<file path="src/rtl/i2c_target_regfile_if.sv">
// Pin and local-port bundle of i2c_target_regfile: I2C pad signals, CPU-side register port and commit/busy status.
// The slave modport is the target itself; the master modport is whatever drives the pads and the CPU port.
interface i2c_target_regfile_if #(
    parameter int ADDR_W = 4
);
    logic              io_i2c_scl_read;
    logic              io_i2c_sda_read;
    logic              io_i2c_sda_write;
    logic              io_regWrite;
    logic [ADDR_W-1:0] io_regAddr;
    logic [7:0]        io_regWdata;
    logic [7:0]        io_regRdata;
    logic              io_busWrite;
    logic [ADDR_W-1:0] io_busAddr;
    logic [7:0]        io_busData;
    logic              io_busy;

    modport slave (
        input  io_i2c_scl_read, io_i2c_sda_read, io_regWrite, io_regAddr, io_regWdata,
        output io_i2c_sda_write, io_regRdata, io_busWrite, io_busAddr, io_busData, io_busy
    );

    modport master (
        output io_i2c_scl_read, io_i2c_sda_read, io_regWrite, io_regAddr, io_regWdata,
        input  io_i2c_sda_write, io_regRdata, io_busWrite, io_busAddr, io_busData, io_busy
    );
endinterface

</file>
<file path="src/rtl/i2c_target_regfile.sv">
// I2C target exposing REG_COUNT 8-bit registers (pointer byte, then auto-incrementing data) plus a local CPU port.
// Optional build macro I2C_TARGET_FILTER_EN adds a 3-sample majority glitch filter on SCL/SDA after the synchronizers.
module i2c_target_regfile #(
    parameter logic [6:0] TARGET_ADDR = 7'h42,
    parameter int          REG_COUNT  = 16,
    parameter int          ADDR_W     = 4
) (
    input logic                  io_mainClk,
    input logic                  io_asyncReset,
    i2c_target_regfile_if.slave  bus
);
    typedef enum logic [3:0] {
        ST_IDLE,
        ST_ADDR,
        ST_ADDR_ACK,
        ST_PTR,
        ST_PTR_ACK,
        ST_WDATA,
        ST_WDATA_ACK,
        ST_RDATA,
        ST_RDATA_ACK,
        ST_IGNORE
    } state_t;

    // Pad synchronizers; idle bus level is high so reset to 1 to avoid a phantom START.
    logic [1:0] scl_sync_reg;
    logic [1:0] sda_sync_reg;
    logic       scl_s;
    logic       sda_s;
    logic       scl_prev_reg;
    logic       sda_prev_reg;

    always_ff @(posedge io_mainClk or posedge io_asyncReset) begin
        if (io_asyncReset) begin
            scl_sync_reg <= 2'b11;
            sda_sync_reg <= 2'b11;
        end else begin
            scl_sync_reg <= {scl_sync_reg[0], bus.io_i2c_scl_read};
            sda_sync_reg <= {sda_sync_reg[0], bus.io_i2c_sda_read};
        end
    end

`ifdef I2C_TARGET_FILTER_EN
    logic [1:0] scl_hist_reg;
    logic [1:0] sda_hist_reg;

    always_ff @(posedge io_mainClk or posedge io_asyncReset) begin
        if (io_asyncReset) begin
            scl_hist_reg <= 2'b11;
            sda_hist_reg <= 2'b11;
        end else begin
            scl_hist_reg <= {scl_hist_reg[0], scl_sync_reg[1]};
            sda_hist_reg <= {sda_hist_reg[0], sda_sync_reg[1]};
        end
    end

    // Majority of the newest three samples: a single-sample excursion never wins.
    assign scl_s = (scl_sync_reg[1] & scl_hist_reg[0]) | (scl_sync_reg[1] & scl_hist_reg[1]) |
                   (scl_hist_reg[0] & scl_hist_reg[1]);
    assign sda_s = (sda_sync_reg[1] & sda_hist_reg[0]) | (sda_sync_reg[1] & sda_hist_reg[1]) |
                   (sda_hist_reg[0] & sda_hist_reg[1]);
`else
    assign scl_s = scl_sync_reg[1];
    assign sda_s = sda_sync_reg[1];
`endif

    always_ff @(posedge io_mainClk or posedge io_asyncReset) begin
        if (io_asyncReset) begin
            scl_prev_reg <= 1'b1;
            sda_prev_reg <= 1'b1;
        end else begin
            scl_prev_reg <= scl_s;
            sda_prev_reg <= sda_s;
        end
    end

    logic scl_rise;
    logic scl_fall;
    logic start_det;
    logic stop_det;

    assign scl_rise  =  scl_s & ~scl_prev_reg;
    assign scl_fall  = ~scl_s &  scl_prev_reg;
    assign start_det =  scl_s &  scl_prev_reg &  sda_prev_reg & ~sda_s;
    assign stop_det  =  scl_s &  scl_prev_reg & ~sda_prev_reg &  sda_s;

    // FSM and datapath state
    state_t            state_reg,     state_next;
    logic [3:0]        bit_cnt_reg,   bit_cnt_next;
    logic [7:0]        shift_reg,     shift_next;
    logic [ADDR_W-1:0] pointer_reg,   pointer_next;
    logic              sda_out_reg,   sda_out_next;
    logic              rw_reg,        rw_next;
    logic              ack_seen_reg,  ack_seen_next;
    logic              busy_reg,      busy_next;
    logic              bus_write_reg, bus_write_next;
    logic [ADDR_W-1:0] bus_addr_reg,  bus_addr_next;
    logic [7:0]        bus_data_reg,  bus_data_next;
    logic              reg_wr_en;

    logic [7:0] regs_q [REG_COUNT];

    // Register file: the local port has priority over an I2C commit to the same index.
    generate
        for (genvar gi = 0; gi < REG_COUNT; gi++) begin : g_reg
            logic [7:0] data_reg;

            always_ff @(posedge io_mainClk or posedge io_asyncReset) begin
                if (io_asyncReset) begin
                    data_reg <= 8'h00;
                end else if (bus.io_regWrite && (bus.io_regAddr == ADDR_W'(gi))) begin
                    data_reg <= bus.io_regWdata;
                end else if (reg_wr_en && (pointer_reg == ADDR_W'(gi))) begin
                    data_reg <= shift_reg;
                end
            end

            assign regs_q[gi] = data_reg;
        end
    endgenerate

    assign bus.io_regRdata = regs_q[bus.io_regAddr];

    always_ff @(posedge io_mainClk or posedge io_asyncReset) begin
        if (io_asyncReset) begin
            state_reg     <= ST_IDLE;
            bit_cnt_reg   <= 4'd0;
            shift_reg     <= 8'h00;
            pointer_reg   <= '0;
            sda_out_reg   <= 1'b1;
            rw_reg        <= 1'b0;
            ack_seen_reg  <= 1'b0;
            busy_reg      <= 1'b0;
            bus_write_reg <= 1'b0;
            bus_addr_reg  <= '0;
            bus_data_reg  <= 8'h00;
        end else begin
            state_reg     <= state_next;
            bit_cnt_reg   <= bit_cnt_next;
            shift_reg     <= shift_next;
            pointer_reg   <= pointer_next;
            sda_out_reg   <= sda_out_next;
            rw_reg        <= rw_next;
            ack_seen_reg  <= ack_seen_next;
            busy_reg      <= busy_next;
            bus_write_reg <= bus_write_next;
            bus_addr_reg  <= bus_addr_next;
            bus_data_reg  <= bus_data_next;
        end
    end

    always_comb begin
        state_next     = state_reg;
        bit_cnt_next   = bit_cnt_reg;
        shift_next     = shift_reg;
        pointer_next   = pointer_reg;
        sda_out_next   = sda_out_reg;
        rw_next        = rw_reg;
        ack_seen_next  = ack_seen_reg;
        busy_next      = busy_reg;
        bus_write_next = 1'b0;
        bus_addr_next  = bus_addr_reg;
        bus_data_next  = bus_data_reg;
        reg_wr_en      = 1'b0;

        if (stop_det) begin
            state_next   = ST_IDLE;
            sda_out_next = 1'b1;
            busy_next    = 1'b0;
        end else if (start_det) begin
            state_next    = ST_ADDR;
            bit_cnt_next  = 4'd0;
            sda_out_next  = 1'b1;
            busy_next     = 1'b0;
            ack_seen_next = 1'b0;
        end else begin
            case (state_reg)
                ST_ADDR, ST_PTR, ST_WDATA: begin
                    if (scl_rise && (bit_cnt_reg != 4'd8)) begin
                        shift_next   = {shift_reg[6:0], sda_s};
                        bit_cnt_next = bit_cnt_reg + 4'd1;
                    end else if (scl_fall && (bit_cnt_reg == 4'd8)) begin
                        bit_cnt_next = 4'd0;
                        if (state_reg == ST_ADDR) begin
                            if (shift_reg[7:1] == TARGET_ADDR) begin
                                state_next   = ST_ADDR_ACK;
                                sda_out_next = 1'b0;
                                busy_next    = 1'b1;
                                rw_next      = shift_reg[0];
                            end else begin
                                state_next = ST_IGNORE;
                            end
                        end else if (state_reg == ST_PTR) begin
                            pointer_next = shift_reg[ADDR_W-1:0];
                            state_next   = ST_PTR_ACK;
                            sda_out_next = 1'b0;
                        end else begin
                            reg_wr_en      = 1'b1;
                            bus_write_next = 1'b1;
                            bus_addr_next  = pointer_reg;
                            bus_data_next  = shift_reg;
                            pointer_next   = pointer_reg + ADDR_W'(1);
                            state_next     = ST_WDATA_ACK;
                            sda_out_next   = 1'b0;
                        end
                    end
                end

                ST_ADDR_ACK, ST_PTR_ACK, ST_WDATA_ACK: begin
                    if (scl_fall) begin
                        if ((state_reg == ST_ADDR_ACK) && rw_reg) begin
                            // The byte is frozen here; later local writes do not disturb it.
                            shift_next   = regs_q[pointer_reg];
                            sda_out_next = regs_q[pointer_reg][7];
                            bit_cnt_next = 4'd1;
                            state_next   = ST_RDATA;
                        end else begin
                            sda_out_next = 1'b1;
                            bit_cnt_next = 4'd0;
                            state_next   = (state_reg == ST_ADDR_ACK) ? ST_PTR : ST_WDATA;
                        end
                    end
                end

                ST_RDATA: begin
                    if (scl_fall) begin
                        if (bit_cnt_reg == 4'd8) begin
                            sda_out_next  = 1'b1;
                            ack_seen_next = 1'b0;
                            state_next    = ST_RDATA_ACK;
                        end else begin
                            shift_next   = {shift_reg[6:0], 1'b0};
                            sda_out_next = shift_reg[6];
                            bit_cnt_next = bit_cnt_reg + 4'd1;
                        end
                    end
                end

                ST_RDATA_ACK: begin
                    if (scl_rise) begin
                        if (sda_s) begin
                            state_next = ST_IGNORE;
                        end else begin
                            ack_seen_next = 1'b1;
                            pointer_next  = pointer_reg + ADDR_W'(1);
                        end
                    end else if (scl_fall && ack_seen_reg) begin
                        shift_next    = regs_q[pointer_reg];
                        sda_out_next  = regs_q[pointer_reg][7];
                        bit_cnt_next  = 4'd1;
                        ack_seen_next = 1'b0;
                        state_next    = ST_RDATA;
                    end
                end

                default: begin
                    sda_out_next = 1'b1;
                end
            endcase
        end
    end

    assign bus.io_i2c_sda_write = sda_out_reg;
    assign bus.io_busWrite      = bus_write_reg;
    assign bus.io_busAddr       = bus_addr_reg;
    assign bus.io_busData       = bus_data_reg;
    assign bus.io_busy          = busy_reg;
endmodule
</file>
<file path="src/flat_wrapper.sv">
// flat-port wrapper written by rule: the top's interface ports become plain ports
module i2c_target_regfile_flat 
#(
    parameter logic [6:0] TARGET_ADDR = 7'h42,
    parameter int          REG_COUNT  = 16,
    parameter int          ADDR_W     = 4
)
  (io_mainClk, io_asyncReset, bus_io_i2c_scl_read, bus_io_i2c_sda_read, bus_io_regWrite, bus_io_regAddr, bus_io_regWdata, bus_io_i2c_sda_write, bus_io_regRdata, bus_io_busWrite, bus_io_busAddr, bus_io_busData, bus_io_busy);
  i2c_target_regfile_if #(.ADDR_W(ADDR_W)) bus_i ();
  input logic io_mainClk;
  input logic io_asyncReset;
  input wire logic [$bits(bus_i.io_i2c_scl_read)-1:0] bus_io_i2c_scl_read;
  input wire logic [$bits(bus_i.io_i2c_sda_read)-1:0] bus_io_i2c_sda_read;
  input wire logic [$bits(bus_i.io_regWrite)-1:0] bus_io_regWrite;
  input wire logic [$bits(bus_i.io_regAddr)-1:0] bus_io_regAddr;
  input wire logic [$bits(bus_i.io_regWdata)-1:0] bus_io_regWdata;
  output wire logic [$bits(bus_i.io_i2c_sda_write)-1:0] bus_io_i2c_sda_write;
  output wire logic [$bits(bus_i.io_regRdata)-1:0] bus_io_regRdata;
  output wire logic [$bits(bus_i.io_busWrite)-1:0] bus_io_busWrite;
  output wire logic [$bits(bus_i.io_busAddr)-1:0] bus_io_busAddr;
  output wire logic [$bits(bus_i.io_busData)-1:0] bus_io_busData;
  output wire logic [$bits(bus_i.io_busy)-1:0] bus_io_busy;
  assign bus_i.io_i2c_scl_read = bus_io_i2c_scl_read;
  assign bus_i.io_i2c_sda_read = bus_io_i2c_sda_read;
  assign bus_i.io_regWrite = bus_io_regWrite;
  assign bus_i.io_regAddr = bus_io_regAddr;
  assign bus_i.io_regWdata = bus_io_regWdata;
  assign bus_io_i2c_sda_write = bus_i.io_i2c_sda_write;
  assign bus_io_regRdata = bus_i.io_regRdata;
  assign bus_io_busWrite = bus_i.io_busWrite;
  assign bus_io_busAddr = bus_i.io_busAddr;
  assign bus_io_busData = bus_i.io_busData;
  assign bus_io_busy = bus_i.io_busy;
  i2c_target_regfile #(.TARGET_ADDR(TARGET_ADDR), .REG_COUNT(REG_COUNT), .ADDR_W(ADDR_W)) u_core (.io_mainClk(io_mainClk), .io_asyncReset(io_asyncReset), .bus(bus_i));
endmodule
</file>
<file path="config.mk">
export PLATFORM = sky130hd
export DESIGN_NAME = i2c_target_regfile_flat
export DESIGN_NICKNAME = d
export VERILOG_FILES = /design/src/rtl/i2c_target_regfile_if.sv /design/src/rtl/i2c_target_regfile.sv /design/src/flat_wrapper.sv
export SDC_FILE = /design/constraint.sdc
export NUM_CORES = 1
export LEC_CHECK = 0
export ABC_AREA = 1
export BUFFER_PORTS_ARGS = -buffer_cell sky130_fd_sc_hd__buf_2
export CAP_MARGIN = 20
export CORE_AREA = 2 2 225 227
export DETAILED_ROUTE_END_ITERATION = 8
export DIE_AREA = 0 0 227 229
export GPL_ROUTABILITY_DRIVEN = 0
export HOLD_SLACK_MARGIN = 0.06
export MAX_ROUTING_LAYER = met4
export SYNTH_ARGS = -nofsm -noshare
export SYNTH_HDL_FRONTEND = slang
export SYNTH_SLANG_ARGS = --single-unit
</file>
<file path="constraint.sdc">
create_clock -name io_mainClk -period 6.28 [get_ports io_mainClk]
set_input_delay 1.256 -clock io_mainClk [delete_from_list [all_inputs] [get_ports io_mainClk]]
set_output_delay 1.256 -clock io_mainClk [all_outputs]
set_load 0.01 [all_outputs]
</file>
==> results.json <==
{
  "status": "finished clean",
  "first_global_vias": 10700,
  "ys_seq_area_share_pct": 38.1,
  "portBuffers": 39,
  "postRouteAntennaNets": 0,
  "cts_setup_buffers": 0,
  "tightest_slew_ns": 1.05,
  "critical_path_class": "in -> out",
  "syn_area_mm2": 0.0113,
  "synth.top_cell.area_share_pct": 36.4,
  "synthAdderAreaFrac_pct": 0.666,
  "ys.flop_type": "dfrtp_1",
  "pre_cts_slack_ns": 1.72,
  "hold_end": "u_core.scl_sync_reg[1]$_DFF_PP1_",
  "setup_ws_ns": 1.62,
  "relSlewSlack_pct": 29.5,
  "nFillCells": 5578,
  "finalSetupTns_ns": 0,
  "fp-row-count": 82,
  "min_path_type": "reg -> reg",
  "numCtsBuffers": 17,
  "reg2reg_depth": 8,
  "hold_depth": 0,
  "max_freq_mhz": 214,
  "r2r-start": "u_core.pointer_reg[0]$_DFFE_PP0P_",
  "p_leak_nw": 5.89,
  "synth_cell_type_count": 34,
  "multi_input_area_mm2": 0.00572,
  "yosys.area_share.simple_pct": 29.8,
  "coreArea_mm2": 0.0497,
  "htree_levels": 4,
  "grt.total_usage_pct": 16.7,
  "hold_buffers": 0,
  "synth_top_family_by_area": "simple AND/OR/NAND/NOR gates",
  "hold_violations": 0,
  "wl_um": 42000,
  "regToRegEndpoint": "u_core.g_reg[8].data_reg[1]$_DFFE_PP0P_",
  "synthArstFlopShare_pct": 100,
  "synth.net_count": 1708,
  "post-dp-hpwl_um": 28700,
  "largest_register_ffs": 128,
  "insertion_delay_ns": 0.45,
  "cp-end-kind": "output port",
  "peakVddDrop_uv": 247,
  "nNetsFinal": 1684,
  "min_from": "u_core.scl_sync_reg[0]$_DFF_PP1_",
  "tritoncts": "yes",
  "cp_data_required_time_ns": 5.02,
  "synth-edff-count": 0,
  "met3WireLength_um": 3820,
  "via_per_inst": 4.98,
  "die_area_mm2": 0.0520,
  "avgRoutedWirePerCell_um": 17.9,
  "crit_fanout": 34,
  "cap_violations": 0,
  "clockRootBuffer": "clkbuf_16",
  "met2_length_um": 18300,
  "r2r_slack_ns": 3.18,
  "grt_max_degree": 75,
  "die_h_um": 229,
  "syn_area_per_cell_um2": 6.69,
  "cts_sinks": 171,
  "drive_above_1_share_pct": 10.1,
  "clk_pin_slew_ns": 0.06,
  "first_iter_violations": 1858,
  "rsz0062_at_grt": "no",
  "wl_met1_um": 18000,
  "synth_compound_area_share_pct": 20.0,
  "synth_xor_area_share_pct": 0.233,
  "start_kind": "input port",
  "synth_area_leaders": "dfrtp_1 36%, nand2_1 15%, o21ai_0 12%, nor2_1 6.7%, inv_1 6.5%",
  "grt_first_pass_wirelength_um": 64100,
  "crit_arrival_ns": 3.41,
  "drv_slew": 0,
  "fin_crit_ns": 4.66,
  "dr.pass1.iters": 7,
  "fin_util_pct": 25.2,
  "skew_ns": 0.0104,
  "route.vias.total": 11700,
  "fin_cells": 2346,
  "antenna_found_initial": 1,
  "ff_latch_area_mm2": 0.00429,
  "p_per_area_mw_per_mm2": 463,
  "fin_crit_sh_pct": 74.3,
  "power_w": 0.00579,
  "finalSetupViolCount": 0,
  "overflow": 0,
  "place_inst": 2313,
  "yosysWarnings": 0,
  "post_cts_resized": 0,
  "syn_inst": 1685,
  "drc": 0,
  "route.top_layer_used": "met4",
  "start_util_pct": 22.7,
  "synthMuxAreaShare_pct": 0,
  "io_pins": 40,
  "synth_seq_cells": 171,
  "synth_area_leader_cell": "dfrtp_1",
  "synthToLayoutAreaGrowth_pct": 11.1,
  "die_w_um": 227,
  "clk_path_buf_depth": 2
}
==> area by class of cell <==
type,instances,share of cell area [%]
well taps,672,6.72
multi-input cells,1215,45.7
clock inverters,9,1.09
flip-flops and latches,171,34.3
inverters,206,6.22
repair buffers,50,2.27
diodes,1,0.0200
clock buffers,22,3.71
==> worst max-delay path: stages <==
cell and delay, ns:
buf_2 0.12, nor2_1 0.23, clkinv_1 0.85, o22ai_1 0.44, o21ai_0 0.17, nand4_1 0.18
buf_2 0.15
==> worst max-delay path by stage <==
stage,startpoint,to,slack [ns],depth (start not counted)
after floorplan,io_asyncReset,u_core.ack_seen_reg$_DFFE_PP0P_,0.40,1
after global routing,bus_io_regAddr[0],bus_io_regRdata[7],1.47,7
final,bus_io_regAddr[0],bus_io_regRdata[4],1.62,7
after detailed placement,bus_io_regAddr[0],bus_io_regRdata[4],1.72,7
after global placement,bus_io_regAddr[0],bus_io_regRdata[4],1.78,7
after CTS,bus_io_regAddr[0],bus_io_regRdata[4],1.70,7
==> layout by cell type (no fill, tap or decap), drive strengths merged, types with 3 or more instances in the layout <==
master,count
o21ai,336
buf,49
nand3,101
bufinv,3
clkbuf,23
nand4,11
clkinv,5
a21oi,8
nand2,466
dfrtp,164
nor2,210
dfstp,7
nor3,4
ha,6
o211ai,3
o22ai,64
inv,205
==> power breakdown <==
part	total, W	leakage (nW)	internal [W]	switching, W
registers	0.00175	2.10	0.00152	0.000227
clock network	0.00114	0.288	0.000649	0.000487
logic	0.00291	3.50	0.000838	0.00207
==> stage by stage <==
step	hold slack, ns	area [µm²]
floorplan	0.345	11300
finish	0.356	12500
global route	0.365	12500
detailed placement	0.347	11900
global placement	0.347	11900
CTS	0.357	12500
==> synth_stat cells, drive strengths merged (4+ instances only) <==
cell / instances
nand2: 466
o21ai: 336
nor2: 210
inv: 202
dfrtp: 164
nand3: 101
o22ai: 64
clkbuf: 55
buf: 38
nand4: 11
a21oi: 8
dfstp: 7
ha: 6
clkinv: 4
nor3: 4
==> per-layer routing <==
layer | up-vias | GRT usage (%)
li1 | 5367 | -
met1 | 5487 | 22.1
met3 | 143 | 3.82
met2 | 682 | 24.0
met4 | 0 | 7.74
met5 | - | -
==> kinds of logic (layout without fill, tap and decap cells) <==
kind of cell,count (synthesis),in the layout
AOI/OAI and AO/OA,414,414
xor gates and xnor gates,3,3
adders and majority gates,6,6
buffers and inverters,299,287
DFF,171,171
other,0,1
and+or+nand+nor,792,792
No activity file was read; power rests on OpenSTA's default activity.
